===== src/rtl/pcm_mixer.sv =====
// pcm_mixer: CHANNELS-input volume mixer on one time-multiplexed MAC, saturating PCM
// output and first-order sigma-delta DAC. Optional tape monitor term: MIXER_TAPE_EN.
module pcm_mixer #(
  parameter int CHANNELS = 3,
  parameter int DW       = 8,
  parameter int VW       = 4,
  parameter int OW       = 10
) (
  input  logic                   clock,
  input  logic                   reset,
  input  logic                   ce,
  input  logic [CHANNELS*DW-1:0] ch,
  input  logic [CHANNELS*VW-1:0] vol,
  input  logic                   mute,
  input  logic                   tape,
  output logic [OW-1:0]          pcm,
  output logic                   valid,
  output logic                   overrun,
  output logic                   sound
);
  localparam int AW = DW + $clog2(CHANNELS + 1) + 1;
  localparam int TW = ((AW > OW) ? AW : OW) + 1;
  localparam int KW = (CHANNELS > 1) ? $clog2(CHANNELS) : 1;
  localparam int PW = DW + VW + 1;
  localparam logic [KW-1:0] KLAST   = KW'(CHANNELS - 1);
  localparam logic [TW-1:0] PCM_MAX = TW'((1 << OW) - 1);

  typedef enum logic [1:0] {IDLE, SUM, OUT} state_t;

  state_t                 state;
  logic [CHANNELS*DW-1:0] ch_q;
  logic [CHANNELS*VW-1:0] vol_q;
  logic [KW-1:0]          k;
  logic [AW-1:0]          acc;
  logic [OW:0]            sd;

  logic [DW-1:0] samp;
  logic [VW-1:0] gain;
  logic [PW-1:0] prod;
  logic [AW-1:0] term;
  logic [TW-1:0] total;
  logic [OW-1:0] sat;

  // (vol+1) makes full-scale volume exact unity gain after the >>VW
  always_comb begin
    samp = ch_q[k*DW +: DW];
    gain = vol_q[k*VW +: VW];
    prod = PW'(samp) * (PW'(gain) + PW'(1));
    term = AW'(prod >> VW);
`ifdef MIXER_TAPE_EN
    total = TW'(acc) + (tape ? TW'(1 << (OW - 3)) : '0);
`else
    total = TW'(acc);
`endif
    sat = (total > PCM_MAX) ? '1 : total[OW-1:0];
  end

`ifndef MIXER_TAPE_EN
  logic unused_tape;
  assign unused_tape = tape;
`endif

  always_ff @(posedge clock or posedge reset) begin
    if (reset) begin
      state   <= IDLE;
      ch_q    <= '0;
      vol_q   <= '0;
      k       <= '0;
      acc     <= '0;
      pcm     <= '0;
      valid   <= 1'b0;
      overrun <= 1'b0;
    end else begin
      valid <= 1'b0;
      case (state)
        IDLE: if (ce) begin
          ch_q  <= ch;
          vol_q <= vol;
          acc   <= '0;
          k     <= '0;
          state <= SUM;
        end
        SUM: begin
          if (ce) overrun <= 1'b1;
          acc <= acc + term;
          if (k == KLAST) state <= OUT;
          else            k     <= k + KW'(1);
        end
        OUT: begin
          if (ce) overrun <= 1'b1;
          pcm   <= mute ? '0 : sat;
          valid <= 1'b1;
          state <= IDLE;
        end
        default: state <= IDLE;
      endcase
    end
  end

  // carry out of the OW-bit phase accumulator is the DAC bit
  always_ff @(posedge clock or posedge reset) begin
    if (reset) sd <= '0;
    else       sd <= {1'b0, sd[OW-1:0]} + {1'b0, pcm};
  end

  assign sound = sd[OW];
endmodule


===== config.mk =====
export PLATFORM = sky130hd
export DESIGN_NAME = pcm_mixer
export DESIGN_NICKNAME = d
export VERILOG_FILES = /design/src/rtl/pcm_mixer.sv
export SDC_FILE = /design/constraint.sdc
export NUM_CORES = 1
export LEC_CHECK = 0
export CORE_MARGIN = 2
export CORE_UTILIZATION = 25
export CTS_BUF_LIST = sky130_fd_sc_hd__clkbuf_8
export CTS_CLUSTER_SIZE = 30
export DETAILED_ROUTE_END_ITERATION = 16
export PLACE_DENSITY = 0.48
export SKIP_LAST_GASP = 1
export SLEW_MARGIN = 0
export SYNTH_ARGS = -nofsm -noshare
export SYNTH_HDL_FRONTEND = slang
export SYNTH_SLANG_ARGS = --single-unit

===== constraint.sdc =====
create_clock -name clock -period 8.5 [get_ports clock]
set_input_delay 0.85 -clock clock [delete_from_list [all_inputs] [get_ports clock]]
set_output_delay 0.85 -clock clock [all_outputs]
set_load 0.01 [all_outputs]

==> results of run 1 <==
[cell families after synthesis]
| kind of cell | after synthesis | share of synthesized area |
|---|---|---|
| multiplexers | 58 | 0.125 |
| adder cells (fa/ha/maj) | 62 | 0.179 |
| buffers and inverters | 59 | 0.0454 |
| AO/OA/AOI/OAI | 99 | 0.134 |
| flip-flops | 74 | 0.362 |
| AND/OR/NAND/NOR | 132 | 0.122 |
| XOR/XNOR | 19 | 0.0325 |
[critical path, delay by kind of cell (launching register included)]
| kind | cells | cell delay (ps) |
|---|---|---|
| simple gates | 5 | 1810 |
| buf+inv | 3 | 270 |
| flops | 1 | 750 |
| xor+xnor | 2 | 590 |
| compound gates | 6 | 1660 |
| fa+ha+maj | 5 | 2070 |
[cells in the mapped netlist (all sizes together) (2+ instances only)]
cell type,n,area share
dfrtp,74,0.36
inv,46,0.034
mux2,46,0.10
nor2,46,0.034
ha,43,0.11
nand2,35,0.026
o21ai,27,0.026
a21oi,20,0.022
fa,19,0.074
mux2i,12,0.023
nand2b,11,0.013
xnor2,11,0.019
nor2b,10,0.013
o21a,9,0.013
clkbuf,8,0.0059
xor2,8,0.014
nand3,6,0.0059
nor3,6,0.0059
a21o,5,0.0073
buf,5,0.0059
o31ai,5,0.0073
a31oi,4,0.0049
a211oi,3,0.0044
and2,3,0.0037
nor4,3,0.0049
o21bai,3,0.0044
o31a,3,0.0051
a2111oi,2,0.0034
a211o,2,0.0034
a22o,2,0.0034
and3,2,0.0024
o211ai,2,0.0029
o2bb2ai,2,0.0034
or2,2,0.0024
or3,2,0.0024
[how the worst max path moves through the flow]
| stage | end | slack [ps] |
|---|---|---|
| after floorplan | acc[10] | 2570 |
| after global placement | acc[10] | 1300 |
| after detailed placement | acc[10] | 1260 |
| after CTS | acc[10] | 1170 |
| after global routing | acc[10] | 610 |
| final | acc[10] | 1230 |
[per-layer routing]
metal | up-vias | global-route usage | wire [um]
li1 | 1851 | - | -
met2 | 47 | 0.185 | 5210
met4 | 0 | 0.0351 | 165
met3 | 9 | 0.0186 | 282
met5 | - | 0 | 0
met1 | 1812 | 0.145 | 5350
[sequential cells by signal, indices dropped and copies added, names as in the netlist]
name,cells
k,2
valid,1
overrun,1
acc,11
vol_q,12
pcm,10
ch_q,24
sd,11
state,2
[cell type report]
class / instances / area, sq um
flip-flops and latches: 74 / 1850
fillers: 2118 / 14000
inverters: 46 / 173
clock buffers: 10 / 138
well taps: 270 / 338
clock inverters: 6 / 90.1
repair buffers: 56 / 551
multi-input cells: 370 / 3040
[metrics by stage]
stage | hold WS (ps) | setup WS (ps)
CTS | 475 | 1170
detailed placement | 445 | 1260
finish | 470 | 1230
global placement | 449 | 1300
floorplan | 443 | 2570
global route | 491 | 613
==> results.yml, run 1 <==
outcome:
  status: "finished clean"
die:
  fp.coreArea_sq_mm: 0.0202
  die_area_sq_mm: 0.0216
  start_util: 0.254
  ios: 54
  die_h_um: 147
  die_w_um: 147
  rows: 52
synth:
  synth_nets: 606
  synth.distinct_cells: 59
  yosysSeqAreaShare: 0.362
  async_flop_share: 1.00
  synth-seq-cells: 74
  syn_area_per_cell_sq_um: 10.2
  synth_ff_type: "dfrtp_1"
  synth-edff-count: 0
  syn_inst: 503
  yosys_warnings: 0
  syn_area_sq_mm: 0.00512
timing:
  grt_setup_unrepaired: "false"
  hold_viol_final: 0
  finalSetupTns_ps: 0
  setup_viol_count_final: 0
  clock.fmax_mhz: 138
  finalCriticalPeriod_ps: 7270
  post-route-period-util: 0.855
  tightest_slew_ps: 968
  skew_ps: 7.68
  slew_violations: 0
  slew_headroom: 0.355
clocking:
  insertion_delay_ps: 360
  postCtsSetupBuffers: 0
  tritoncts.num_buffers: 9
  cts_buffer_depth: 2
  cts_tree: "done"
  cts_resized: 0
  clk_pin_slew_ps: 80
  cts_sinks: 74
  ctsHoldBuffers: 0
  root_buffer: "clkbuf_8"
  cts_max_level: 3
global_route:
  grt-ovfl-total: 0
  antenna_found_initial: 0
  grt_usage: 0.110
  grt_max_degree: 75
  grt_pass1_wl_um: 19500
  grt_pass1_vias: 4060
critical_path:
  r2r_start: "k[0]"
  crit_type: "flip-flop to flip-flop"
  cp_common_cell: "fa_1"
  r2r_slack_ps: 1230
  max_stage_delay_ps: 750
  worstPathArrival_ps: 7510
  end_kind: "flip-flop"
  start_kind: "flip-flop"
  rr_endpoint: "acc[10]"
  slowest_stage: "dfrtp_1"
  rr_worst_depth: 21
  cp_max_fo: 19
  cp_data_required_time_ps: 8750
  startpoint: "k[0]"
  cp_cell_sequence: "nor2b_2, a21oi_4, inv_2, nand3_1, xor2_1, nor2_1, fa_1, fa_1, inv_1, fa_1, inv_1, ha_1, nor4_1, o41ai_4, a21oi_1, xnor2_1, ha_1, or3_1, o31ai_1, o21ai_0, a221o_1"
detailed_routing:
  routed_wl_um: 11000
  ant_nets: 0
  vias: 3719
  routedWlPerCell_um: 13.2
  vias_per_cell: 4.47
  drt_iter0_markers: 183
  dr.pass1.iters: 4
  drc: 0
placed_design:
  place.gp.congestion: 0.852
  placed_cells: 816
  placed_cell_area_sq_mm: 0.00595
  dp_hpwl_um: 8410
  numPortBuffers: 52
min_path:
  min_from: "overrun"
  hold_end: "overrun"
  hold_path_depth: 1
  hold_class: "flip-flop to flip-flop"
job:
  cap_violations: 0
cells_and_area:
  antenna_cells_inserted: 0
  drive_gt1_frac: 0.130
  layout_commonest_cell: "dfrtp_1"
  stdcell_area_sq_mm: 0.00618
  instances_no_fill: 832
  area_delta_synth_final_pct: 20.6
  layout_common_cells: "dfrtp_1, clkdlybuf4s50_1, nor2_1"
  utilization: 0.306
  layout.nets: 660
Power of run 1 is left out: the tool's default activity adds up to more than one toggle a clock period on the data nets, which glitch-free logic cannot reach.
==> inputs of run 2 (changes only) <==
CTS_BUF_LIST = sky130_fd_sc_hd__clkbuf_4 sky130_fd_sc_hd__clkbuf_8 sky130_fd_sc_hd__clkbuf_16   (was sky130_fd_sc_hd__clkbuf_8)
==> run 2 against run 1 <==
  * First-iteration DRC count up 11%
  * Hold slack worse by 4.7 ps
  * Wire length increased by 1.2%
  * Via count grew 0.48%
  * Global-route usage grew 0.066 points
  * Final area up 1.6%
==> results.yml, run 2 (synthesis results as in run 1) <==
timing:
  grt_setup_unrepaired: "false"
  slew_violations: 0
  post-route-period-util: 0.863
  setup_viol_count_final: 0
  clock.fmax_mhz: 136
  slew_headroom: 0.352
  skew_ps: 5.08
  finalCriticalPeriod_ps: 7330
  finalSetupTns_ps: 0
  hold_viol_final: 0
  tightest_slew_ps: 972
min_path:
  min_from: "overrun"
  hold_class: "flip-flop to flip-flop"
detailed_routing:
  drt_iter0_markers: 203
  routedWlPerCell_um: 13.4
  vias: 3737
  drc: 0
  routed_wl_um: 11100
  vias_per_cell: 4.49
  ant_nets: 0
  dr.pass1.iters: 5
critical_path:
  cp_data_required_time_ps: 8720
  worstPathArrival_ps: 7550
  startpoint: "k[0]"
  cp_max_fo: 19
  crit_type: "flip-flop to flip-flop"
  r2r_start: "k[0]"
  end_kind: "flip-flop"
  start_kind: "flip-flop"
clocking:
  tritoncts.num_buffers: 9
  root_buffer: "clkbuf_16"
  cts_tree: "done"
  postCtsSetupBuffers: 0
  insertion_delay_ps: 340
  cts_resized: 0
  cts_buffer_depth: 2
  cts_max_level: 3
  cts_sinks: 74
  ctsHoldBuffers: 0
  clk_pin_slew_ps: 60
cells_and_area:
  largest_register: "ch_q"
  layout.nets: 660
  layout_commonest_cell: "dfrtp_1"
  top_regs: "ch_q (24), vol_q (12)"
  layout_common_cells: "dfrtp_1, clkdlybuf4s50_1, nor2_1"
  antenna_cells_inserted: 0
  area_delta_synth_final_pct: 22.6
  n_fill_cell: 2106
  largest_register_ffs: 24
  seqCellArea_sq_mm: 0.00185
  multiInputGateArea_sq_mm: 0.00304
  drive_gt1_frac: 0.130
job:
  cap_violations: 0
global_route:
  antenna_found_initial: 0
  grt_pass1_vias: 4065
  grt-ovfl-total: 0
  grt_max_degree: 75
  grt_usage: 0.111
  grt_pass1_wl_um: 19600
die:
  fp.coreArea_sq_mm: 0.0202
  die_area_sq_mm: 0.0216
  ios: 54
  die_w_um: 147
  start_util: 0.254
  rows: 52
  die_h_um: 147
outcome:
  status: "finished clean"
placed_design:
  place.gp.congestion: 0.852
  numPortBuffers: 52
  dp_hpwl_um: 8410
[run 2: cell count changes in the layout (fill, tap and decap cells not counted)]
cell	change
clkbuf_8	-9
clkbuf_16	+9
[run 2: area by class of cell]
type | instances | area share
Clock inverter | 6 | 0.0143
Multi-Input combinational cell | 370 | 0.484
Tap cell | 270 | 0.0538
Timing Repair Buffer | 56 | 0.0877
Clock buffer | 10 | 0.0381
Sequential cell | 74 | 0.295
Inverter | 46 | 0.0275
[run 2: worst paths after layout]
check / endpoint / slack (ps) / cells past startpoint
min in group asynchronous: vol_q[0] / 1140 / 3
worst min register to register: overrun / 470 / 1
worst min-delay path: overrun / 470 / 1
worst max register to register: acc[10] / 1170 / 21
worst max-delay path: acc[10] / 1170 / 21
max in group asynchronous: acc[6] / 6750 / 3
[run 2: critical path, cell delays in order, from the launching register on]
cell	delay, ps
dfrtp_1	730
nor2b_2	660
a21oi_4	170
inv_2	160
nand3_1	110
xor2_1	520
nor2_1	150
fa_1	520
fa_1	560
inv_1	60
fa_1	530
inv_1	50
ha_1	220
nor4_1	510
o41ai_4	260
a21oi_1	220
xnor2_1	100
ha_1	230
or3_1	420
o31ai_1	520
o21ai_0	190
a221o_1	310
[run 2: layer usage]
layer,part of all wire,track usage
met3,0.017,0.0177
met4,0.014,0.0332
met2,0.48,0.189
met1,0.49,0.145
met5,0,0
[run 2: through the flow]
| step | instances | setup slack (ps) | util | cell area, sq um | hold slack [ps] |
|---|---|---|---|---|---|
| 2_1_floorplan | 503 | 2570 | - | 5120 | 443 |
| 3_3_place_gp | 816 | 1300 | 0.295 | 5950 | 449 |
| 3_5_place_dp | 816 | 1260 | 0.295 | 5950 | 445 |
| 4_1_cts | 832 | 1170 | 0.311 | 6280 | 470 |
| 5_1_grt | 832 | 613 | 0.311 | 6280 | 483 |
| 6_report | 832 | 1170 | 0.311 | 6280 | 465 |
Power of run 2 is left out for the same reason.
==> inputs of run 3 (changes only) <==
MAX_ROUTING_LAYER = met4   (was not set)
==> run 3 against run 2 <==
  * Clock-buffer cell count unchanged
  * Global-route usage is 0.33 points higher
  * Final cell count unchanged
  * Flip-flop and latch count did not move
  * Non-clock buffer count is the same
  * Sequential share of layout area unchanged
  * Core utilization did not move
  * First-iteration DRC count shrank 5.9%
  * Wire length about the same
  * Final area stayed put
  * Critical path type unchanged
  * Largest cell class unchanged
==> results.yml, run 3 (synthesis results as in run 1) <==
critical_path:
  r2r_slack_ps: 1160
  end_kind: "flip-flop"
  rr_worst_depth: 21
  path_buf_inv: 3
  worstPathArrival_ps: 7560
  crit_type: "flip-flop to flip-flop"
  cp_cell_sequence: "nor2b_2, a21oi_4, inv_2, nand3_1, xor2_1, nor2_1, fa_1, fa_1, inv_1, fa_1, inv_1, ha_1, nor4_1, o41ai_4, a21oi_1, xnor2_1, ha_1, or3_1, o31ai_1, o21ai_0, a221o_1"
  cp_top_family: "adder cells"
  cp_data_required_time_ps: 8720
  start_kind: "flip-flop"
  slowest_stage: "dfrtp_1"
  max_stage_delay_ps: 730
  cp_common_cell: "fa_1"
  rr_endpoint: "acc[10]"
  cp_max_fo: 19
  r2r_start: "k[0]"
clocking:
  insertion_delay_ps: 340
  cts_tree: "done"
  root_buffer: "clkbuf_16"
  postCtsSetupBuffers: 0
  cts_max_level: 3
  tritoncts.num_buffers: 9
  clk_pin_slew_ps: 60
  cts_sinks: 74
  cts_resized: 0
  ctsHoldBuffers: 0
  cts_buffer_depth: 2
global_route:
  grt-ovfl-total: 0
  antenna_found_initial: 0
  grt_max_degree: 75
  grt_pass1_wl_um: 19600
  grt_pass1_vias: 4069
  grt_usage: 0.114
detailed_routing:
  routedWlPerCell_um: 13.4
  ant_nets: 0
  dr.pass1.iters: 5
  vias_per_cell: 4.50
  routed_wl_um: 11100
  drc: 0
  drt_iter0_markers: 191
  vias: 3748
cells_and_area:
  area_delta_synth_final_pct: 22.6
  drive_gt1_frac: 0.130
  layout_common_cells: "dfrtp_1, clkdlybuf4s50_1, nor2_1"
  seqCellArea_sq_mm: 0.00185
  layout_commonest_cell: "dfrtp_1"
  top_regs: "ch_q (24), vol_q (12)"
  largest_register_ffs: 24
  antenna_cells_inserted: 0
  utilization: 0.311
  largest_register: "ch_q"
  layout.nets: 660
  multiInputGateArea_sq_mm: 0.00304
  n_fill_cell: 2106
timing:
  slew_headroom: 0.351
  clock.fmax_mhz: 136
  hold_viol_final: 0
  finalCriticalPeriod_ps: 7340
  setup_viol_count_final: 0
  skew_ps: 4.83
  finalSetupTns_ps: 0
  tightest_slew_ps: 974
  holdWs_ps: 466
  post-route-period-util: 0.863
  slew_violations: 0
  grt_setup_unrepaired: "false"
job:
  cap_violations: 0
die:
  ios: 54
  fp.coreArea_sq_mm: 0.0202
  die_w_um: 147
  rows: 52
  start_util: 0.254
  die_area_sq_mm: 0.0216
  die_h_um: 147
placed_design:
  place.gp.congestion: 0.865
  dp_hpwl_um: 8410
  numPortBuffers: 52
min_path:
  min_from: "overrun"
  hold_class: "flip-flop to flip-flop"
  hold_end: "overrun"
  hold_path_depth: 1
outcome:
  status: "finished clean"
==> run 3: cell counts in the layout (fill, tap and decap cells not counted) <==
Identical to the previous run, type by type.
==> run 3: how the worst max path moves through the flow <==
stage                     startpoint  endpoint  slack (ps)  cells after the start
after floorplan                 k[0]   acc[10]        2570                     22
after global placement          k[0]   acc[10]        1300                     21
after detailed placement        k[0]   acc[10]        1260                     22
after CTS                       k[0]   acc[10]        1170                     21
after global routing            k[0]   acc[10]         610                     21
final                           k[0]   acc[10]        1160                     21
==> run 3: per-layer routing <==
layer / GRT usage / share of wire / vias to the layer above
met5: - / 0 / -
met4: 0.0332 / 0.014 / 0
met3: 0.0177 / 0.018 / 8
met2: 0.189 / 0.48 / 43
met1: 0.145 / 0.49 / 1841
li1: - / - / 1856
==> run 3: worst register-to-register path, cell delays in order, from the launching register on <==
cell	delay (ps)
dfrtp_1	730
nor2b_2	660
a21oi_4	180
inv_2	160
nand3_1	110
xor2_1	520
nor2_1	150
fa_1	520
fa_1	570
inv_1	60
fa_1	530
inv_1	50
ha_1	220
nor4_1	510
o41ai_4	260
a21oi_1	230
xnor2_1	100
ha_1	230
or3_1	420
o31ai_1	530
o21ai_0	190
a221o_1	310
==> run 3: per-stage QoR <==
| step | cells | setup WS [ps] | instance area (sq um) |
|---|---|---|---|
| after floorplan | 503 | 2570 | 5120 |
| after global placement | 816 | 1300 | 5950 |
| after detailed placement | 816 | 1260 | 5950 |
| after CTS | 832 | 1170 | 6280 |
| after global routing | 832 | 613 | 6280 |
| final | 832 | 1160 | 6280 |
==> run 3: layout make-up <==
class,count,share of cell area
inverter,46,0.0275
sequential,74,0.295
timing repair buffer,56,0.0877
clock buffer,10,0.0381
tap,270,0.0538
multi-input combinational,370,0.484
clock inverter,6,0.0143
Power of run 3 is left out for the same reason.
